**src/rtl/tartaruga_pkg.sv**
```systemverilog
// Shared types for the rename scoreboard: register/tag/data widths and per-register state.
// Latency: n/a (types only).
// Backpressure: n/a.
package tartaruga_pkg;

    // Widest ROB tag any instantiation may use; narrower tags are zero-extended
    // into rob_idx_t so one entry struct serves every ROB_IDX_W <= this value.
    localparam int ROB_IDX_MAX_W = 8;

    typedef logic [ROB_IDX_MAX_W-1:0] rob_idx_t;
    typedef logic [4:0]               reg_addr_t;
    typedef logic [31:0]              bus32_t;

    typedef struct packed {
        logic     busy;   // a speculative producer owns this register
        logic     done;   // producer has written back; value is valid
        rob_idx_t tag;    // ROB entry of the youngest producer
        bus32_t   value;  // written-back result awaiting commit
    } sb_entry_t;

endpackage

```
**src/rtl/rename_sb_fwd_mux.sv**
```systemverilog
// Priority operand select for one source: regfile, stored result, or lowest-index matching bypass.
// Latency: purely combinational, zero cycles.
// Backpressure: none; resolved_o low tells decode to stall.
// Ports: entry_i (scoreboard state of the source register), rf_data_i (regfile read),
//        byp_valid_i/byp_tag_i/byp_data_i (flattened bypass ports, port 0 youngest),
//        data_o (operand), resolved_o (operand is valid this cycle).
module rename_sb_fwd_mux
    import tartaruga_pkg::*;
#(
    parameter int NUM_BYPASS = 2,
    parameter int ROB_IDX_W  = 3
) (
    input  sb_entry_t                        entry_i,
    input  bus32_t                           rf_data_i,
    input  logic [NUM_BYPASS-1:0]            byp_valid_i,
    input  logic [NUM_BYPASS*ROB_IDX_W-1:0]  byp_tag_i,
    input  logic [NUM_BYPASS*32-1:0]         byp_data_i,
    output bus32_t                           data_o,
    output logic                             resolved_o
);

    logic   byp_hit;
    bus32_t byp_dat;

    always_comb begin
        byp_hit = 1'b0;
        byp_dat = '0;
        // Walk from the oldest port down so the lowest index match is the last write.
        for (int i = NUM_BYPASS - 1; i >= 0; i--) begin
            if (byp_valid_i[i] &&
                entry_i.tag == rob_idx_t'(byp_tag_i[i*ROB_IDX_W +: ROB_IDX_W])) begin
                byp_hit = 1'b1;
                byp_dat = byp_data_i[i*32 +: 32];
            end
        end

        data_o     = rf_data_i;
        resolved_o = 1'b1;
        if (entry_i.busy) begin
            if (entry_i.done) begin
                data_o = entry_i.value;
            end else begin
                data_o     = byp_dat;
                resolved_o = byp_hit;
            end
        end
    end

endmodule

```
**src/rtl/rename_scoreboard.sv**
```systemverilog
// Register rename scoreboard: tracks in-flight producers per register and resolves decode operands.
// Latency: operand lookup is combinational; alloc/wb/commit/flush take effect on the next clk_i edge.
// Backpressure: operands_ready_o low means decode must stall; no input is ever refused.
// Ports: flush_i, alloc_*_i (decode issue), rs*_addr_i / rf_rs*_data_i (source lookup),
//        byp_*_i (bypass network), wb_*_i (writeback), commit_*_i (in-order retire),
//        rs*_data_o / operands_ready_o (resolved operands).
// Optional: define RENAME_SB_PERF_EN to add stall_cnt_o, a saturating count of stalled issue cycles.
module rename_scoreboard
    import tartaruga_pkg::*;
#(
    parameter int NUM_BYPASS = 2,
    parameter int ROB_IDX_W  = 3,   // must not exceed ROB_IDX_MAX_W
    parameter int NUM_REGS   = 32
) (
    input  logic                             clk_i,
    input  logic                             rstn_i,
    input  logic                             flush_i,
    input  logic                             alloc_valid_i,
    input  logic                             alloc_we_i,
    input  logic [4:0]                       alloc_rd_i,
    input  logic [ROB_IDX_W-1:0]             alloc_tag_i,
    input  logic [4:0]                       rs1_addr_i,
    input  logic [4:0]                       rs2_addr_i,
    input  logic [31:0]                      rf_rs1_data_i,
    input  logic [31:0]                      rf_rs2_data_i,
    input  logic [NUM_BYPASS-1:0]            byp_valid_i,
    input  logic [NUM_BYPASS*ROB_IDX_W-1:0]  byp_tag_i,
    input  logic [NUM_BYPASS*32-1:0]         byp_data_i,
    input  logic                             wb_valid_i,
    input  logic [ROB_IDX_W-1:0]             wb_tag_i,
    input  logic [31:0]                      wb_data_i,
    input  logic                             commit_valid_i,
    input  logic                             commit_we_i,
    input  logic [4:0]                       commit_rd_i,
    input  logic [ROB_IDX_W-1:0]             commit_tag_i,
    output logic [31:0]                      rs1_data_o,
    output logic [31:0]                      rs2_data_o,
`ifdef RENAME_SB_PERF_EN
    output logic [31:0]                      stall_cnt_o,
`endif
    output logic                             operands_ready_o
);

    sb_entry_t ent_q [NUM_REGS];
    sb_entry_t ent_d [NUM_REGS];

    logic rs1_resolved, rs2_resolved;

    // Next-state: wb, then commit, then alloc so that alloc overrides both on the same register.
    always_comb begin
        for (int r = 0; r < NUM_REGS; r++) begin
            ent_d[r] = ent_q[r];
        end
        if (flush_i) begin
            for (int r = 0; r < NUM_REGS; r++) begin
                ent_d[r].busy = 1'b0;
                ent_d[r].done = 1'b0;
            end
        end else begin
            for (int r = 1; r < NUM_REGS; r++) begin
                if (wb_valid_i && ent_q[r].busy && !ent_q[r].done &&
                    ent_q[r].tag == rob_idx_t'(wb_tag_i)) begin
                    ent_d[r].done  = 1'b1;
                    ent_d[r].value = wb_data_i;
                end
                // A stale commit (a newer producer has since been allocated) fails the tag test.
                if (commit_valid_i && commit_we_i && commit_rd_i == reg_addr_t'(r) &&
                    ent_q[r].busy && ent_q[r].tag == rob_idx_t'(commit_tag_i)) begin
                    ent_d[r].busy = 1'b0;
                    ent_d[r].done = 1'b0;
                end
                if (alloc_valid_i && alloc_we_i && alloc_rd_i == reg_addr_t'(r)) begin
                    ent_d[r].busy = 1'b1;
                    ent_d[r].done = 1'b0;
                    ent_d[r].tag  = rob_idx_t'(alloc_tag_i);
                end
            end
        end
        // x0 has no producer ever.
        ent_d[0] = '0;
    end

    always_ff @(posedge clk_i or negedge rstn_i) begin
        if (!rstn_i) begin
            for (int r = 0; r < NUM_REGS; r++) begin
                ent_q[r] <= '0;
            end
        end else begin
            for (int r = 0; r < NUM_REGS; r++) begin
                ent_q[r] <= ent_d[r];
            end
        end
    end

    // Lookup uses registered state only, so an instruction never sees its own alloc.
    rename_sb_fwd_mux #(.NUM_BYPASS(NUM_BYPASS), .ROB_IDX_W(ROB_IDX_W)) u_fwd_rs1 (
        .entry_i     (ent_q[rs1_addr_i]),
        .rf_data_i   ((rs1_addr_i == 5'd0) ? 32'd0 : rf_rs1_data_i),
        .byp_valid_i (byp_valid_i),
        .byp_tag_i   (byp_tag_i),
        .byp_data_i  (byp_data_i),
        .data_o      (rs1_data_o),
        .resolved_o  (rs1_resolved)
    );

    rename_sb_fwd_mux #(.NUM_BYPASS(NUM_BYPASS), .ROB_IDX_W(ROB_IDX_W)) u_fwd_rs2 (
        .entry_i     (ent_q[rs2_addr_i]),
        .rf_data_i   ((rs2_addr_i == 5'd0) ? 32'd0 : rf_rs2_data_i),
        .byp_valid_i (byp_valid_i),
        .byp_tag_i   (byp_tag_i),
        .byp_data_i  (byp_data_i),
        .data_o      (rs2_data_o),
        .resolved_o  (rs2_resolved)
    );

    assign operands_ready_o = rs1_resolved && rs2_resolved;

`ifdef RENAME_SB_PERF_EN
    logic [31:0] stall_cnt_q, stall_cnt_d;

    // Flush does not clear the count; only reset does.
    always_comb begin
        stall_cnt_d = stall_cnt_q;
        if (alloc_valid_i && !operands_ready_o && stall_cnt_q != 32'hFFFF_FFFF) begin
            stall_cnt_d = stall_cnt_q + 32'd1;
        end
    end

    always_ff @(posedge clk_i or negedge rstn_i) begin
        if (!rstn_i) begin
            stall_cnt_q <= '0;
        end else begin
            stall_cnt_q <= stall_cnt_d;
        end
    end

    assign stall_cnt_o = stall_cnt_q;
`endif

endmodule

```
**config.mk**
```make
export PLATFORM = sky130hd
export DESIGN_NAME = rename_scoreboard
export DESIGN_NICKNAME = d
export VERILOG_FILES = /design/src/rtl/tartaruga_pkg.sv /design/src/rtl/rename_sb_fwd_mux.sv /design/src/rtl/rename_scoreboard.sv
export SDC_FILE = /design/constraint.sdc
export NUM_CORES = 2
export LEC_CHECK = 0
export BUFFER_PORTS_ARGS = -buffer_cell sky130_fd_sc_hd__buf_2
export CELL_PAD_IN_SITES_DETAIL_PLACEMENT = 1
export CELL_PAD_IN_SITES_GLOBAL_PLACEMENT = 2
export CORE_MARGIN = 8
export CORE_UTILIZATION = 40
export CTS_CLUSTER_SIZE = 24
export DETAILED_ROUTE_END_ITERATION = 16
export PLACE_DENSITY_LB_ADDON = 0.1
export SETUP_SLACK_MARGIN = 0.02
export SYNTH_ARGS = -nofsm -noshare
export SYNTH_HDL_FRONTEND = slang
export SYNTH_SLANG_ARGS = --single-unit
```
**constraint.sdc**
```tcl
create_clock -name clk_i -period 3.9 [get_ports clk_i]
set_input_delay 0.78 -clock clk_i [delete_from_list [all_inputs] [get_ports clk_i]]
set_output_delay 0.78 -clock clk_i [all_outputs]
set_load 0.005 [all_outputs]
```
=== After elaboration in Yosys (flattened, before gate mapping) ===
Index checks and enable logic that the tools add are counted.
Widths: inputs -> output; s select.

* Input port bits: 205
* Flip-flop bits (word level): 1147
* Logic and storage cells: 786
* Output and inout bits: 65

* Reductions and logical operators: 381
* Muxes and demuxes: 148
* Order comparisons: 2
* Eq/ne operators: 128
* Bitwise gates (word level): 3

{| class="wikitable"
|+ Operator list
! cell !! number
|-
| $bmux 42 s5 || 2
|-
| $mux 32 || 10
|-
| $mux 10 || 31
|-
| $logic_and 1x1->1 || 224
|-
| $eq 3x3->1 || 62
|-
| $mux 42 || 4
|-
| $eq 5x5->1 const B || 32
|-
| $mux 2 || 62
|-
| $reduce_and 2->1 || 62
|-
| $reduce_bool 4->1 || 31
|-
| $reduce_bool 3->1 || 31
|-
| $eq 5x4->1 const B || 16
|-
| $eq 5x3->1 const B || 8
|-
| $mux 1 || 39
|-
| $eq 8x3->1 || 4
|-
| $logic_not 1->1 || 31
|-
| $eq 5x2->1 const B || 4
|-
| $ge 6x6->1 const B || 2
|-
| $not 5->6 || 2
|-
| $eq 5x1->1 const B || 2
|-
| $logic_not 5->1 || 2
|-
| $not 1->1 || 1
|}

=== Longest topological paths before layout ===
* Depth after elaboration: 11
* Depth in mapped cells: 16
* Depth with buffers taken out: 9

=== Cells and area by module ===
From an unflattened synthesis, not the netlist that was laid out.

* Cell total of the unflattened synthesis: 5252
* Area, all modules: 67010.5 µm²

{| class="wikitable"
|+ By module, submodules not included
! module !! area an instance (µm²) !! cells an instance !! seq. area each (µm²) !! times used
|-
| rename_scoreboard || 65058.6 || 4924 || 28702.5 || 1
|-
| rename_sb_fwd_mux || 975.9 || 164 || 0.0 || 2
|}

=== Worst setup path after synthesis ===
Ideal clock, no wire load.

* Path kind: input to output
* From: input rs2_addr_i[1]
* To: output rs2_data_o[15]
* Buffers on the path: 4
* Stages: 10
* Arrival: 3.318 ns
* Setup slack: -0.198 ns
* Path through: buf_2 > buf_2 > buf_2 > clkbuf_1 > mux2_2 > a22o_1 > mux4_2 > mux2i_1 > o22ai_1 > a221o_1

* Cells in the longest elaborated chain, start to end: 10
* Elaborated cells between the ends (all ways): 14

{| class="wikitable"
|+ Ends and longest elaborated chain
! item !! line !! source
|-
| start: declaration || rename_scoreboard.sv:23 || <nowiki>input logic [4:0] rs2_addr_i,</nowiki>
|-
| $not 5->6 (not written as such) || rename_scoreboard.sv:107 || <nowiki>.entry_i (ent_q[rs2_addr_i]),</nowiki>
|-
| $bmux 42 s5 || rename_scoreboard.sv:107 ||
|-
| $mux 42 (not written as such) (2 in a row) || rename_scoreboard.sv:107 ||
|-
| $eq 8x3->1 || rename_sb_fwd_mux.sv:31 || <nowiki>entry_i.tag == rob_idx_t'(byp_tag_i[i*ROB_IDX_W +: ROB_IDX_W])) begin</nowiki>
|-
| $logic_and 1x1->1 || rename_sb_fwd_mux.sv:30 || <nowiki>if (byp_valid_i[i] &&</nowiki>
|-
| $mux 32 (2 in a row) || rename_sb_fwd_mux.sv:30 ||
|-
| $mux 32 || rename_sb_fwd_mux.sv:40 || <nowiki>if (entry_i.done) begin</nowiki>
|-
| $mux 32 * || rename_sb_fwd_mux.sv:39 || <nowiki>if (entry_i.busy) begin</nowiki>
|-
| end: declaration || rename_scoreboard.sv:37 || <nowiki>output logic [31:0] rs2_data_o,</nowiki>
|}

Every way passes the cells marked *; elsewhere a longest branch is shown, timed or not. The select of a mux whose other input is x is not followed.

=== Final worst setup path ===
* From: register ent_q[1040] (netlist name)
* To: output rs1_data_o[26]

* Cells in the longest elaborated chain, start to end: 9
* Elaborated cells between the ends (all ways): 11

{| class="wikitable"
|+ Ends and longest elaborated chain
! item !! line !! source
|-
| start: declaration || rename_scoreboard.sv:44 || <nowiki>sb_entry_t ent_q [NUM_REGS];</nowiki>
|-
| start signal: indexed assignment || rename_scoreboard.sv:90 || <nowiki>ent_q[r] <= ent_d[r];</nowiki>
|-
| $bmux 42 s5 * || rename_scoreboard.sv:97 || <nowiki>.entry_i (ent_q[rs1_addr_i]),</nowiki>
|-
| $mux 42 (not written as such) * (2 in a row) || rename_scoreboard.sv:97 ||
|-
| $eq 8x3->1 || rename_sb_fwd_mux.sv:31 ||
|-
| $logic_and 1x1->1 || rename_sb_fwd_mux.sv:30 ||
|-
| $mux 32 || rename_sb_fwd_mux.sv:30 ||
|-
| $mux 32 * || rename_sb_fwd_mux.sv:30 ||
|-
| $mux 32 * || rename_sb_fwd_mux.sv:40 ||
|-
| $mux 32 * || rename_sb_fwd_mux.sv:39 ||
|-
| end: declaration || rename_scoreboard.sv:36 || <nowiki>output logic [31:0] rs1_data_o,</nowiki>
|}

Marks and branches as above.

==> reports/summary.txt <==
Status - finished with violations
Violated checks - setup timing
Layout Skew - 0.0465 ns
Largest regs - ent_q: 1147 flops
Synth area leader - dfrtp_1
Max FFs per register - 1147
Area delta synth->final - 21.9%
Number of nets still failing antenna checks after routing - 0
Port Buffers - 269
Clk Latency, worst-skew pair - 0.80 ns
Synth top area share - 0.428
Peak per-stage delay on the critical path - 0.48 ns
# DRC - 0
Total gr overflow - 0
Setup WS post-layout - -0.620 ns
Post-synthesis async set-or-reset flop share - 1.00
Syn_area_per_cell - 14.1 µm²
Synth cell types - 69
WL/cell - 36.2 µm
FP Rows - 150
CTS Buf Count - 139
R2R cell count - 7
Vias post-DR - 47874
Clk buf depth - 3
Synth Net Count - 4968
Full die area - 181000 µm²
Final setup viols - 65
Fin. max-slew vios - 0
Placed Area - 75000 µm²
WS Path Type - reg -> out
Seq/Total Area, Yosys - 0.428
Ranking of synthesized cells by area - dfrtp_1 43%, mux2_2 20%, mux4_2 20%
Fin util - 0.489
IO Pins - 270
Critical Path RT - 3.12 ns
Relative slew slack - 0.221
Critical Path Sink Type - output port
Drt pass-1 iters - 5
Worst slew pin tran - 1.17 ns
RSZ-0062 raised after global routing - yes
Critical Path Source Type - register
H-tree depth - 4
Final wirelength - 275000 µm
Maxcap violations - 0
Core area - 167000 µm²
Flop-to-flop setup slack - 1.16 ns
Starting density of the core - 0.402
Post-Syn Area - 67000 µm²
GR Util All Layers - 0.300
Antenna violations before repair - 17
Hold WS - 0.0128 ns
Initial DRC Count - 3918
WP data arrival - 3.74 ns
Pin count of the biggest net entering global routing - 92
Top_reg_cell synth - dfrtp_1
Layout cells sized above 1 - 0.578
Slowest CP cell - mux4_2
Number of synthesized flops with an enable pin - 0
Clock transition at path regs - 0.06 ns
Period utilization - 1.16
CTS tree - done
P_leak - 37.0 nW
Clk root buf - clkbuf_16
Post-CTS Hold Fix Bufs - 0
VDD IR max - 494 µV
Worst-path cell chain - mux4_2 > a22o_1 > a211o_1 > and4_4 > o211a_4 > and4b_4 > buf_12 > buf_16 > nand3_2 > a21oi_2 > buf_2
Worst min path class - in -> async
CTS Sinks - 1147
Height of the die - 425 µm
Count leader, synth - mux2_2
FMAX - 221 MHz
Power density cells - 364 nW/µm²
Seq cells post-synth - 1147
Vias in the first global route - 51119
Fin. Hold Viols - 0
Top reg by flops - ent_q
DPL Wire Length - 176000 µm
First-pass GRT wire length - 393000 µm
Top cells by count, synth - 1180 x mux2_2, 1147 x dfrtp_1, 587 x mux4_2
Post-route cell area - 81600 µm²
Gp weighted congestion - 0.938
Drt via density - 6.31
Synthesis Warnings - 0
Final #Nets - 5462
Minimum clock period - 4.52 ns
Cells after Synth - 4763
Die Wd - 425 µm
Total power - 0.0297 W
Worst-path fanout max - 7
-- layout by cell type (no fill, tap or decap), types with 94 or more instances in the layout --
cell / synthesis / layout
buf_4: 28 / 411
mux2_2: 1180 / 1175
mux4_2: 587 / 587
xor2_1: 111 / 109
dfrtp_1: 1147 / 1142
nand2_1: 174 / 173
clkbuf_16: 0 / 143
mux2i_1: 137 / 125
buf_12: 0 / 146
buf_2: 112 / 254
a21oi_1: 129 / 94
-- critical path, delay by kind of cell (launching register included) --
kind                   cells  cell delay (ns)
AOI/OAI and AO/OA          4             0.90
buffers and inverters      3             0.50
DFF                        1             0.43
and+or+nand+nor            3             0.61
muxes                      1             0.48
-- final cells by class --
class	count	area, µm²
fillers	16272	85200
multi-input cells	3096	37100
flip-flops and latches	1147	28700
repair buffers	862	8210
clock buffers	194	4050
well taps	2204	2760
clock inverters	58	746
inverters	11	43.8
diodes	11	27.5
-- final timing paths --
path,startpoint,endpoint
worst max-delay path,ent_q[1040],rs1_data_o[26]
max in group asynchronous,rstn_i,ent_q[1186]
worst min register to register,ent_q[429],ent_q[429]
min in group clk_i,ent_q[429],ent_q[429]
worst min-delay path,rstn_i,ent_q[461]
worst max register to register,ent_q[663],ent_q[649]
-- stage by stage --
stage	TNS, ns	instances	worst slack [ns]
after CTS	-35.65	7567	-0.644
after global routing	-41.08	7582	-0.719
after floorplan	0	4763	0.0179
final	-35.81	7583	-0.620
after detailed placement	-41.78	7270	-0.872
after global placement	-44.07	7270	-0.951
-- routing by layer --
layer,vias to the layer above,part of all wire,GRT usage
met5,-,0.000029,0
met3,556,0.052,0.0445
li1,19455,-,-
met2,1492,0.47,0.482
met1,26369,0.41,0.396
met4,2,0.060,0.156
-- cell families after synthesis --
| family | after synthesis | share of synthesized area |
|---|---|---|
| XOR/XNOR | 195 | 0.0255 |
| multiplexers | 1905 | 0.416 |
| buffers and inverters | 520 | 0.0354 |
| flip-flops | 1147 | 0.428 |
| AND/OR/NAND/NOR | 481 | 0.0355 |
| AO/OA/AOI/OAI | 515 | 0.0587 |
-- where the power goes --
part	internal (W)	leakage [nW]	total, W	switching [W]
Combinational	0.00156	18.6	0.00380	0.00225
Clock	0.00809	2.37	0.0137	0.00559
Sequential	0.0121	16.0	0.0123	0.000173
Total	0.0217	37.0	0.0297	0.00801
-- timing repair --
action                                  in CTS  in global routing
pin swaps                                   54                 41
endpoints found under the setup margin      65                 65
endpoints found under the hold margin        0                  0
buffers inserted                            44                  4
resized for setup                          169                 81
gates cloned                                 8                  3
(Power assumes the default switching activity.)
